$ cat src/rtl/coin_pulse_conditioner.sv
// Coin-slot front end: synchronise, debounce, hold coins during dispense, reject ambiguity/overflow.
// Optional COIN_AUDIT_EN adds saturating total5/total10/rejects counters.
`timescale 1ns/1ps
module coin_pulse_conditioner #(
    parameter int unsigned DEBOUNCE_CYCLES = 4
) (
    input  logic       clk,
    input  logic       rst,
    input  logic       coin5_raw,
    input  logic       coin10_raw,
    input  logic       dispense,
    output logic       coin5,
    output logic       coin10,
    output logic       coin_reject,
    output logic       pending
`ifdef COIN_AUDIT_EN
   ,output logic [7:0] total5,
    output logic [7:0] total10,
    output logic [7:0] rejects
`endif
);

    localparam int unsigned CNT_W = $clog2(DEBOUNCE_CYCLES + 1);

    typedef enum logic [1:0] {IDLE, PRESS_CHK, HELD, REL_CHK} ch_state_e;

    logic [1:0]       sync5, sync10;
    logic [1:0]       s_c;
    logic [1:0]       ev_c;
    ch_state_e        st_q  [2];
    ch_state_e        st_d  [2];
    logic [CNT_W-1:0] cnt_q [2];
    logic [CNT_W-1:0] cnt_d [2];

    logic slot_type;
    logic coin5_d, coin10_d, reject_d, slot_valid_d, slot_type_d, release_c;

    // Two-flop synchronisers; bit 0 = coin5, bit 1 = coin10
    always_ff @(posedge clk or posedge rst) begin
        if (rst) begin
            sync5  <= '0;
            sync10 <= '0;
        end else begin
            sync5  <= {sync5[0], coin5_raw};
            sync10 <= {sync10[0], coin10_raw};
        end
    end

    assign s_c = {sync10[1], sync5[1]};

    always_ff @(posedge clk or posedge rst) begin
        if (rst) begin
            for (int i = 0; i < 2; i++) begin
                st_q[i]  <= IDLE;
                cnt_q[i] <= '0;
            end
        end else begin
            for (int i = 0; i < 2; i++) begin
                st_q[i]  <= st_d[i];
                cnt_q[i] <= cnt_d[i];
            end
        end
    end

    // Debounce FSMs; the press event is combinational so the registered output lands at k+D+2
    always_comb begin
        for (int i = 0; i < 2; i++) begin
            st_d[i]  = st_q[i];
            cnt_d[i] = cnt_q[i];
            ev_c[i]  = 1'b0;
            unique case (st_q[i])
                IDLE: begin
                    if (s_c[i]) begin
                        st_d[i]  = PRESS_CHK;
                        cnt_d[i] = CNT_W'(1);
                    end
                end
                PRESS_CHK: begin
                    if (!s_c[i]) begin
                        st_d[i]  = IDLE;
                        cnt_d[i] = '0;
                    end else if (cnt_q[i] == CNT_W'(DEBOUNCE_CYCLES)) begin
                        st_d[i]  = HELD;
                        cnt_d[i] = '0;
                        ev_c[i]  = 1'b1;
                    end else begin
                        cnt_d[i] = cnt_q[i] + CNT_W'(1);
                    end
                end
                HELD: begin
                    if (!s_c[i]) begin
                        st_d[i]  = REL_CHK;
                        cnt_d[i] = CNT_W'(1);
                    end
                end
                REL_CHK: begin
                    if (s_c[i]) begin
                        st_d[i]  = HELD;
                        cnt_d[i] = '0;
                    end else if (cnt_q[i] == CNT_W'(DEBOUNCE_CYCLES)) begin
                        st_d[i]  = IDLE;
                        cnt_d[i] = '0;
                    end else begin
                        cnt_d[i] = cnt_q[i] + CNT_W'(1);
                    end
                end
                default: begin
                    st_d[i]  = IDLE;
                    cnt_d[i] = '0;
                end
            endcase
        end
    end

    // Slot arbitration; a release and a new store may share a cycle so the slot never looks free twice
    always_comb begin
        coin5_d      = 1'b0;
        coin10_d     = 1'b0;
        reject_d     = 1'b0;
        slot_valid_d = pending;
        slot_type_d  = slot_type;
        release_c    = pending && !dispense;

        if (release_c) begin
            coin5_d      = !slot_type;
            coin10_d     = slot_type;
            slot_valid_d = 1'b0;
        end

        if (ev_c == 2'b11) begin
            reject_d = 1'b1;
        end else if (ev_c != 2'b00) begin
            if (!pending && !dispense) begin
                coin5_d  = ev_c[0];
                coin10_d = ev_c[1];
            end else if (!pending || release_c) begin
                slot_valid_d = 1'b1;
                slot_type_d  = ev_c[1];
            end else begin
                reject_d = 1'b1;
            end
        end
    end

    always_ff @(posedge clk or posedge rst) begin
        if (rst) begin
            coin5       <= 1'b0;
            coin10      <= 1'b0;
            coin_reject <= 1'b0;
            pending     <= 1'b0;
            slot_type   <= 1'b0;
        end else begin
            coin5       <= coin5_d;
            coin10      <= coin10_d;
            coin_reject <= reject_d;
            pending     <= slot_valid_d;
            slot_type   <= slot_type_d;
        end
    end

`ifdef COIN_AUDIT_EN
    // Saturating counts of issued pulses
    always_ff @(posedge clk or posedge rst) begin
        if (rst) begin
            total5  <= '0;
            total10 <= '0;
            rejects <= '0;
        end else begin
            if (coin5 && total5 != 8'hFF)         total5  <= total5 + 8'd1;
            if (coin10 && total10 != 8'hFF)       total10 <= total10 + 8'd1;
            if (coin_reject && rejects != 8'hFF)  rejects <= rejects + 8'd1;
        end
    end
`endif

endmodule

$ cat config.mk
export PLATFORM = sky130hd
export DESIGN_NAME = coin_pulse_conditioner
export DESIGN_NICKNAME = d
export VERILOG_FILES = /design/src/rtl/coin_pulse_conditioner.sv
export SDC_FILE = /design/constraint.sdc
export NUM_CORES = 1
export LEC_CHECK = 0
export BUFFER_PORTS_ARGS = -buffer_cell sky130_fd_sc_hd__buf_2
export CAP_MARGIN = 20
export CORE_MARGIN = 2
export CORE_UTILIZATION = 35
export CTS_BUF_LIST = sky130_fd_sc_hd__clkbuf_8
export DETAILED_ROUTE_END_ITERATION = 7
export HOLD_SLACK_MARGIN = 0.05
export PLACE_DENSITY = 0.64
export SYNTH_ARGS = -nofsm -noshare
export SYNTH_HDL_FRONTEND = slang
export SYNTH_SLANG_ARGS = --single-unit
$ cat constraint.sdc
create_clock -name clk -period 1.85 [get_ports clk]
set_input_delay 0.185 -clock clk [delete_from_list [all_inputs] [get_ports clk]]
set_output_delay 0.185 -clock clk [all_outputs]
set_load 0.01 [all_outputs]
Yosys cells after proc, flatten, opt, wreduce, memory -nomap -nowiden
Index checks and enable logic that the tools add are counted.
Cells by class
  add/sub/neg operators: 2
  equal/unequal tests: 17
  multiplexer cells: 49
  bitwise logic cells: 2
  reduce and logical (&&, ||, !) cells: 14
Operators by type and width (count)
  two-way mux 3 bit: 10
  two-way mux 2 bit: 12
  case mux 3 bit (4 select lines): 2
  two-way mux 1 bit: 23
  case mux 2 bit (4 select lines): 2
  != test 3 bit (second input constant): 4
  AND reduction 4 bit: 3
  equality test 2 bit (second input constant): 5
  != test 2 bit (second input constant): 4
  adder 3 x 1 -> 3 bit (second input constant): 2
  equality test 3 bit (second input constant): 2
  equality test 2 x 1 -> 1 bit (second input constant): 2
  zero test 2 bit: 2
  AND reduction 2 bit: 2
  zero test 1 bit: 3
  logical AND 1 bit: 2
  inverter 1 bit: 2
  nonzero test 2 bit: 1
  logical OR 1 bit: 1
Storage, ports and cells
  register bits: 19
  bits of input ports: 5
  logic and storage cells: 95

Longest topological paths before layout
Gate-level depths: netlist of the first run.
  depth in word-level cells: 7
  mapped depth: 7
  gate-level depth less buffers: 6

Worst setup path before layout of the first run
OpenSTA, ideal clock, no wires.
  kind: register -> register
  from: register cnt_q[3] in the netlist's numbering
  to: register pending
  library setup time: 131 ps
  data arrival time: 1683 ps
  required time: 1719 ps
  path slack: 36 ps
  cell stages (with the launch flop): 8
  cell sequence: dfrtp_1 > inv_1 > ha_1 > nand3_2 > or3b_1 > buf_2 > xnor2_1 > maj3_1
Between the ends
  longest elaborated chain between the ends: 7
  elaborated cells between the ends (all ways): 8
Ends and longest elaborated chain
  start, declared: line 32  | logic [CNT_W-1:0] cnt_q [2];
  start signal, assigned by index: line 60  | cnt_q[i] <= cnt_d[i];
  equality test 3 bit *: line 82  | end else if (cnt_q[i] == CNT_W'(DEBOUNCE_CYCLES)) begin
  two-way mux 1 bit *: line 82
  two-way mux 1 bit *: line 79  | if (!s_c[i]) begin
  two-way mux 1 bit *: line 71  | unique case (st_q[i])
  nonzero test 2 bit: line 132  | end else if (ev_c != 2'b00) begin
  two-way mux 1 bit: line 132
  two-way mux 1 bit *: line 130  | if (ev_c == 2'b11) begin
  net slot_valid_d: line 36  | logic coin5_d, coin10_d, reject_d, slot_valid_d, slot_type_d, release_c;
  end signal, assigned: line 156  | pending <= slot_valid_d;
  end, declared: line 15  | output logic pending
Mark *: on every way through the listed nets, which the timed path passes. The rest lies on a longest branch.
A chain may end at the register's enable or synchronous reset.

Worst setup path in the final report of the first run
  from: register cnt_q[4] in the netlist's numbering
  to: register pending
Same word-level chain as after synthesis.

==> reports/summary.md, run 1 <==
### Status
* **status** finished, final reports clean

### Min path
* **Tightest Hold Check Type** in -> async

### Worst setup path
* **maximum single-stage delay on the critical path** 0.42 ns
* **master of the slowest instance on the critical path** or3b_4
* **type of the worst setup path** reg -> reg
* **cell-by-cell listing of the critical path** inv_1, ha_4, nand3_2, or3b_4, xnor2_1, maj3_1
* **Crit Reg-Reg Endpoint** pending
* **data arrival at the endpoint of the critical path** 1.88 ns
* **Max Fanout on Critical Path** 6
* **reg-to-reg critical path startpoint** cnt_q[4]
* **Reg2Reg Setup Slack** 0.1 ns
* **crit end category** flop
* **data required time of the worst path** 1.98 ns
* **Reg2Reg Depth** 6
* **critical path startpoint category** flop

### STA
* **worst setup slack after layout** 0.0992 ns
* **setup repair after global routing missed its margin** false
* **clock tree skew after final layout** 0.00123 ns
* **Least-Margin Pin Slew** 0.692 ns
* **peak clock frequency supported by timing** 571 MHz
* **total of endpoints with negative setup slack in the final report** 0
* **ratio of final minimum period to clock period** 94.6%
* **Hold Violations, Final** 0
* **normalized max-slew margin** 53.8%
* **Final TNS setup** 0 ns
* **final number of max-transition violations** 0
* **crit path time final** 1.75 ns

### Routing
* **Remaining DRCs** 0
* **routed wire length on met2** 515 um
* **routed length on met1** 635 um
* **total iterations of the first detailed-routing run** 2
* **met3 WL post-DR** 64 um
* **sum of routed wire length over all layers** 1240 um
* **highest metal layer used by the detailed router** met4
* **DRT iter0 DRCs** 6
* **average wire length per cell after detail routing** 10.3 um
* **Vias** 557
* **Antenna Nets Post-Route** 0
* **vias per inst** 4.64

### Clocking
* **Clock Latency Late Sink** 0.25 ns
* **clock sinks** 19
* **clock buffer depth** 2
* **CTS buffer count** 3
* **clock root cell** clkbuf_8
* **CTS clk-pin slew, worst paths** 0.06 ns
* **CTS tree** done
* **buffers inserted during post-CTS setup optimization** 0
* **number of levels in the clock H-tree** 1

### Logic synthesis
* **flip-flop and latch count after synthesis** 19
* **sequential share of the synthesized area** 55.3%
* **synthesized netlist net count** 85
* **netlist area before placement** 860 um2
* **Primary FF master, synth** dfrtp_1
* **post-synth top area share** 55.3%
* **area leader, netlist** dfrtp_1
* **post-synthesis average cell area** 11.3 um2
* **count of unique library cells instantiated by Yosys** 24
* **number of flops mapped to enable cells by yosys** 0
* **most area-consuming cells after synthesis** dfrtp_1 (55%), ha_1 (5.8%), nand2_1 (3.1%)
* **async set-reset flop share out of synthesis** 100%
* **Yosys warning total** 0
* **Synth Instances** 76

### Die
* **Die Span Y** 53.6 um
* **Row Count** 17
* **floorplan core area** 2280 um2
* **top-level port count** 9
* **Initial Utilization** 37.8%
* **full die area** 2870 um2
* **Die Span X** 53.6 um

### Finish
* **share of post-route cells with drive strength above 1** 21.7%
* **most frequent cells in the layout** dfrtp_1 (19), buf_2 (8), nand2_1 (7), inv_1 (7)
* **layout-stage area growth over the synthesis result** 20.1%
* **count of nets after finishing** 102
* **final antenna diode count** 0
* **number of fillers in the final layout** 203
* **most frequent standard cell in the layout excluding fill and tap cells** dfrtp_1
* **non-filler instance count after layout** 120
* **multi-input gate area in the final layout** 372 um2
* **Sequential cell area** 475 um2
* **utilization after layout** 45.4%

### Placed design
* **worst slack after detailed placement** -0.0179 ns
* **global placement routability congestion** 0.733
* **number of port buffers** 8
* **Final HPWL DP** 920 um
* **cell total after placement** 114

### GRT
* **first-pass GRT wire length** 2140 um
* **vias in the first global route** 530
* **global routing usage summed across all routing layers** 10.6%
* **maximum number of pins on one net before global-route repair** 20
* **number of antenna violations at the first check in global routing** 0
* **global route total overflow** 0

### Power and ir drop
* **Max rail drop VDD** 0.657 mV
* **total power divided by cell area** 1170 nW/um2
* **static leakage** 0.495 nW

### Run
* **Max-cap violations** 0

-- per-stage QoR --
| step | power, mW | hold slack (ns) | instance area [um2] |
|---|---|---|---|
| global route | 1.31 | 0.105 | 1030 |
| global placement | 0.904 | 0.296 | 952 |
| detailed placement | 0.927 | 0.295 | 952 |
| floorplan | 0.834 | 0.136 | 860 |
| CTS | 1.21 | 0.0650 | 1020 |
| finish | 1.21 | 0.0351 | 1030 |
-- layer usage --
metal,global-route usage (%),up-vias
li1,-,286
met1,13.6,255
met2,15.8,11
met3,2.78,5
met4,6.41,0
met5,0,-
-- worst max-delay path by stage --
stage | slack [ns] | to | depth (start not counted) | start
5_1_grt | 0.009 | pending | 6 | cnt_q[4]
3_3_place_gp | 0.05 | pending | 6 | cnt_q[3]
6_report | 0.1 | pending | 6 | cnt_q[4]
2_1_floorplan | 0.04 | pending | 7 | cnt_q[3]
4_1_cts | 0.04 | pending | 6 | cnt_q[4]
3_5_place_dp | -0.02 | pending | 6 | cnt_q[4]
-- cells by family after synthesis --
logic type,after synthesis,synth area share [%]
fa+ha+maj,6,8.15
simple gates,26,16.9
compound gates,10,7.42
flops,19,55.3
mux,4,4.95
xor+xnor,4,4.08
buf+inv,7,3.20
-- worst max-delay path: cells and delay by family, from the launching register on --
kind          cells  cell delay, ns
fa+ha+maj         2            0.50
simple gates      2            0.49
flops             1            0.38
xor+xnor          1            0.14
buf+inv           1            0.12
-- power by group --
group	internal [mW]	switching [mW]
Clock	0.147	0.123
Combinational	0.173	0.164
Sequential	0.511	0.0911
Total	0.831	0.378
-- cell type report --
| cell class | count | area share, % |
|---|---|---|
| sequential | 19 | 46.1 |
| multi-input combinational | 50 | 36.0 |
| clock inverter | 1 | 0.364 |
| clock buffer | 3 | 4.00 |
| tap | 28 | 3.39 |
| timing repair buffer | 13 | 8.00 |
| inverter | 6 | 2.18 |
-- timing repair --
item | 4_1_cts | 5_1_grt
cloned | 0 | 0
hold buffers | 2 | 0
pin swaps | 0 | 1
hold endpoints to repair | 2 | 0
endpoints found under the setup margin | 1 | 2
gates resized for setup | 1 | 2
-- Yosys cell counts (all sizes together) (2+ instances only) --
cell type	instances
nand3	4
o22ai	2
nand2b	4
mux2	2
xor2	3
maj3	2
ha	4
nor2	4
o31ai	2
mux2i	2
nand2	7
and2	3
dfrtp	19
inv	6
a21oi	4
Power figures use the tool's default switching activity.
==> inputs of run 2 (changes only) <==
Settings changed: PLACE_DENSITY 0.64 to unset.
==> run 2 against run 1 <==
Against the previous run: core utilization grew 0.33 points; die area is the same; global-route usage increased by 1.2 points; combinational power grew 1%; clock-buffer cell count is the same; clock skew up 0.0025 ns; power is 1.1% higher; highest routed layer unchanged; flip-flop and latch count unchanged; clock power is 1% higher; first-iteration DRC count shrank 100%; fmax about the same.
==> reports/summary.md, run 2 (synthesis gave the netlist of run 1 again) <==
### Status
* **status** finished, final reports clean

### GRT
* **global routing usage summed across all routing layers** 11.7%
* **first-pass GRT wire length** 2370 um
* **maximum number of pins on one net before global-route repair** 20
* **number of antenna violations at the first check in global routing** 0
* **vias in the first global route** 532
* **global route total overflow** 0

### Clocking
* **clock root cell** clkbuf_8
* **CTS clk-pin slew, worst paths** 0.07 ns
* **CTS buffer count** 3
* **clock buffer depth** 2
* **Clock Latency Late Sink** 0.25 ns
* **clock sinks** 19
* **number of levels in the clock H-tree** 1
* **CTS tree** done

### Finish
* **count of nets after finishing** 103
* **most frequent cells in the layout** dfrtp_1 (19), buf_2 (8), nand2_1 (7)
* **design area** 1040 um2
* **share of post-route cells with drive strength above 1** 24.7%
* **utilization after layout** 45.7%
* **layout-stage area growth over the synthesis result** 21.0%
* **most frequent standard cell in the layout excluding fill and tap cells** dfrtp_1
* **final antenna diode count** 0

### STA
* **ratio of final minimum period to clock period** 94.6%
* **Least-Margin Pin Slew** 0.699 ns
* **clock tree skew after final layout** 0.00372 ns
* **setup repair after global routing missed its margin** false
* **WHS** 0.0348 ns
* **normalized max-slew margin** 53.3%
* **crit path time final** 1.75 ns
* **Hold Violations, Final** 0
* **final number of max-transition violations** 0
* **total of endpoints with negative setup slack in the final report** 0
* **peak clock frequency supported by timing** 572 MHz

### Worst setup path
* **Reg2Reg Setup Slack** 0.10 ns
* **Reg2Reg Depth** 6
* **reg-to-reg critical path startpoint** cnt_q[4]
* **launching instance or port of the critical path** cnt_q[4]
* **capturing element of the worst setup path** pending
* **data required time of the worst path** 1.97 ns
* **Max Fanout on Critical Path** 5
* **Crit Reg-Reg Endpoint** pending
* **data arrival at the endpoint of the critical path** 1.87 ns
* **critical path startpoint category** flop
* **crit end category** flop
* **type of the worst setup path** reg -> reg

### Die
* **floorplan core area** 2280 um2
* **full die area** 2870 um2
* **top-level port count** 9
* **Initial Utilization** 37.8%
* **Die Span X** 53.6 um
* **Die Span Y** 53.6 um
* **Row Count** 17

### Routing
* **DRT iter0 DRCs** 0
* **Remaining DRCs** 0
* **vias per inst** 4.50
* **Antenna Nets Post-Route** 0
* **Vias** 544
* **total iterations of the first detailed-routing run** 1
* **average wire length per cell after detail routing** 11.0 um
* **sum of routed wire length over all layers** 1330 um

### Power and ir drop
* **static leakage** 0.498 nW
* **Max rail drop VDD** 0.616 mV
* **total power divided by cell area** 1180 nW/um2
* **overall power consumption** 1.22 mW

### Min path
* **Tightest Hold Check Type** in -> async

### Run
* **Max-cap violations** 0

### Placed design
* **Area after DPL** 952 um2
* **number of port buffers** 8
* **Final HPWL DP** 877 um
* **global placement routability congestion** 0.719

[run 2: changes by cell type in the layout (fill, tap and decap cells not counted)]
cell	change
inv_2	+2
buf_4	+1
inv_1	-2
[run 2: how the worst min path moves through the flow]
stage	to	slack (ns)	depth (start not counted)
finish	cnt_q[1]	0.03	2
global route	cnt_q[1]	0.11	2
CTS	cnt_q[0]	0.07	2
detailed placement	sync5[0]	0.29	1
global placement	sync10[0]	0.30	1
floorplan	async pin	0.14	1
[run 2: final cells by class]
class,instances,area [um2]
inverters,6,22.5
multi-input cells,50,372
fillers,210,1240
flip-flops and latches,19,475
clock buffers,3,41.3
well taps,28,35.0
clock inverters,1,3.75
repair buffers,14,90.1
[run 2: repair_timing]
action	in CTS	in global routing
pin swaps	0	2
buffers inserted	0	1
hold endpoints to repair	2	0
hold buffers	2	0
endpoints found under the setup margin	2	2
gates resized for setup	1	4
[run 2: power by group]
| group | total, mW | switching [mW] | internal [mW] |
|---|---|---|---|
| combinational | 0.341 | 0.162 | 0.179 |
| sequential | 0.607 | 0.0959 | 0.511 |
| clock | 0.274 | 0.127 | 0.147 |
| total | 1.22 | 0.385 | 0.837 |
[run 2: per-stage QoR]
stage                     std cells  setup slack (ns)  setup TNS [ns]
after floorplan                  76            0.0357               0
after global placement          114            0.0480               0
after detailed placement        114          -0.00695        -0.00695
after CTS                       120            0.0145               0
after global routing            121            0.0113               0
final                           121             0.101               0
[run 2: worst max-delay path, cell delays in order, from the launching register on]
cell     delay [ns]
dfrtp_1        0.39
inv_2          0.09
ha_4           0.14
nand3_2        0.08
or3b_4         0.41
xnor2_1        0.15
maj3_1         0.36
[run 2: metal layers]
metal	track usage [%]	up-vias	wire length, um
met2	16.0	10	622
met4	6.41	0	8
met5	0	-	0
li1	-	287	-
met3	2.50	2	47
met1	17.2	245	647
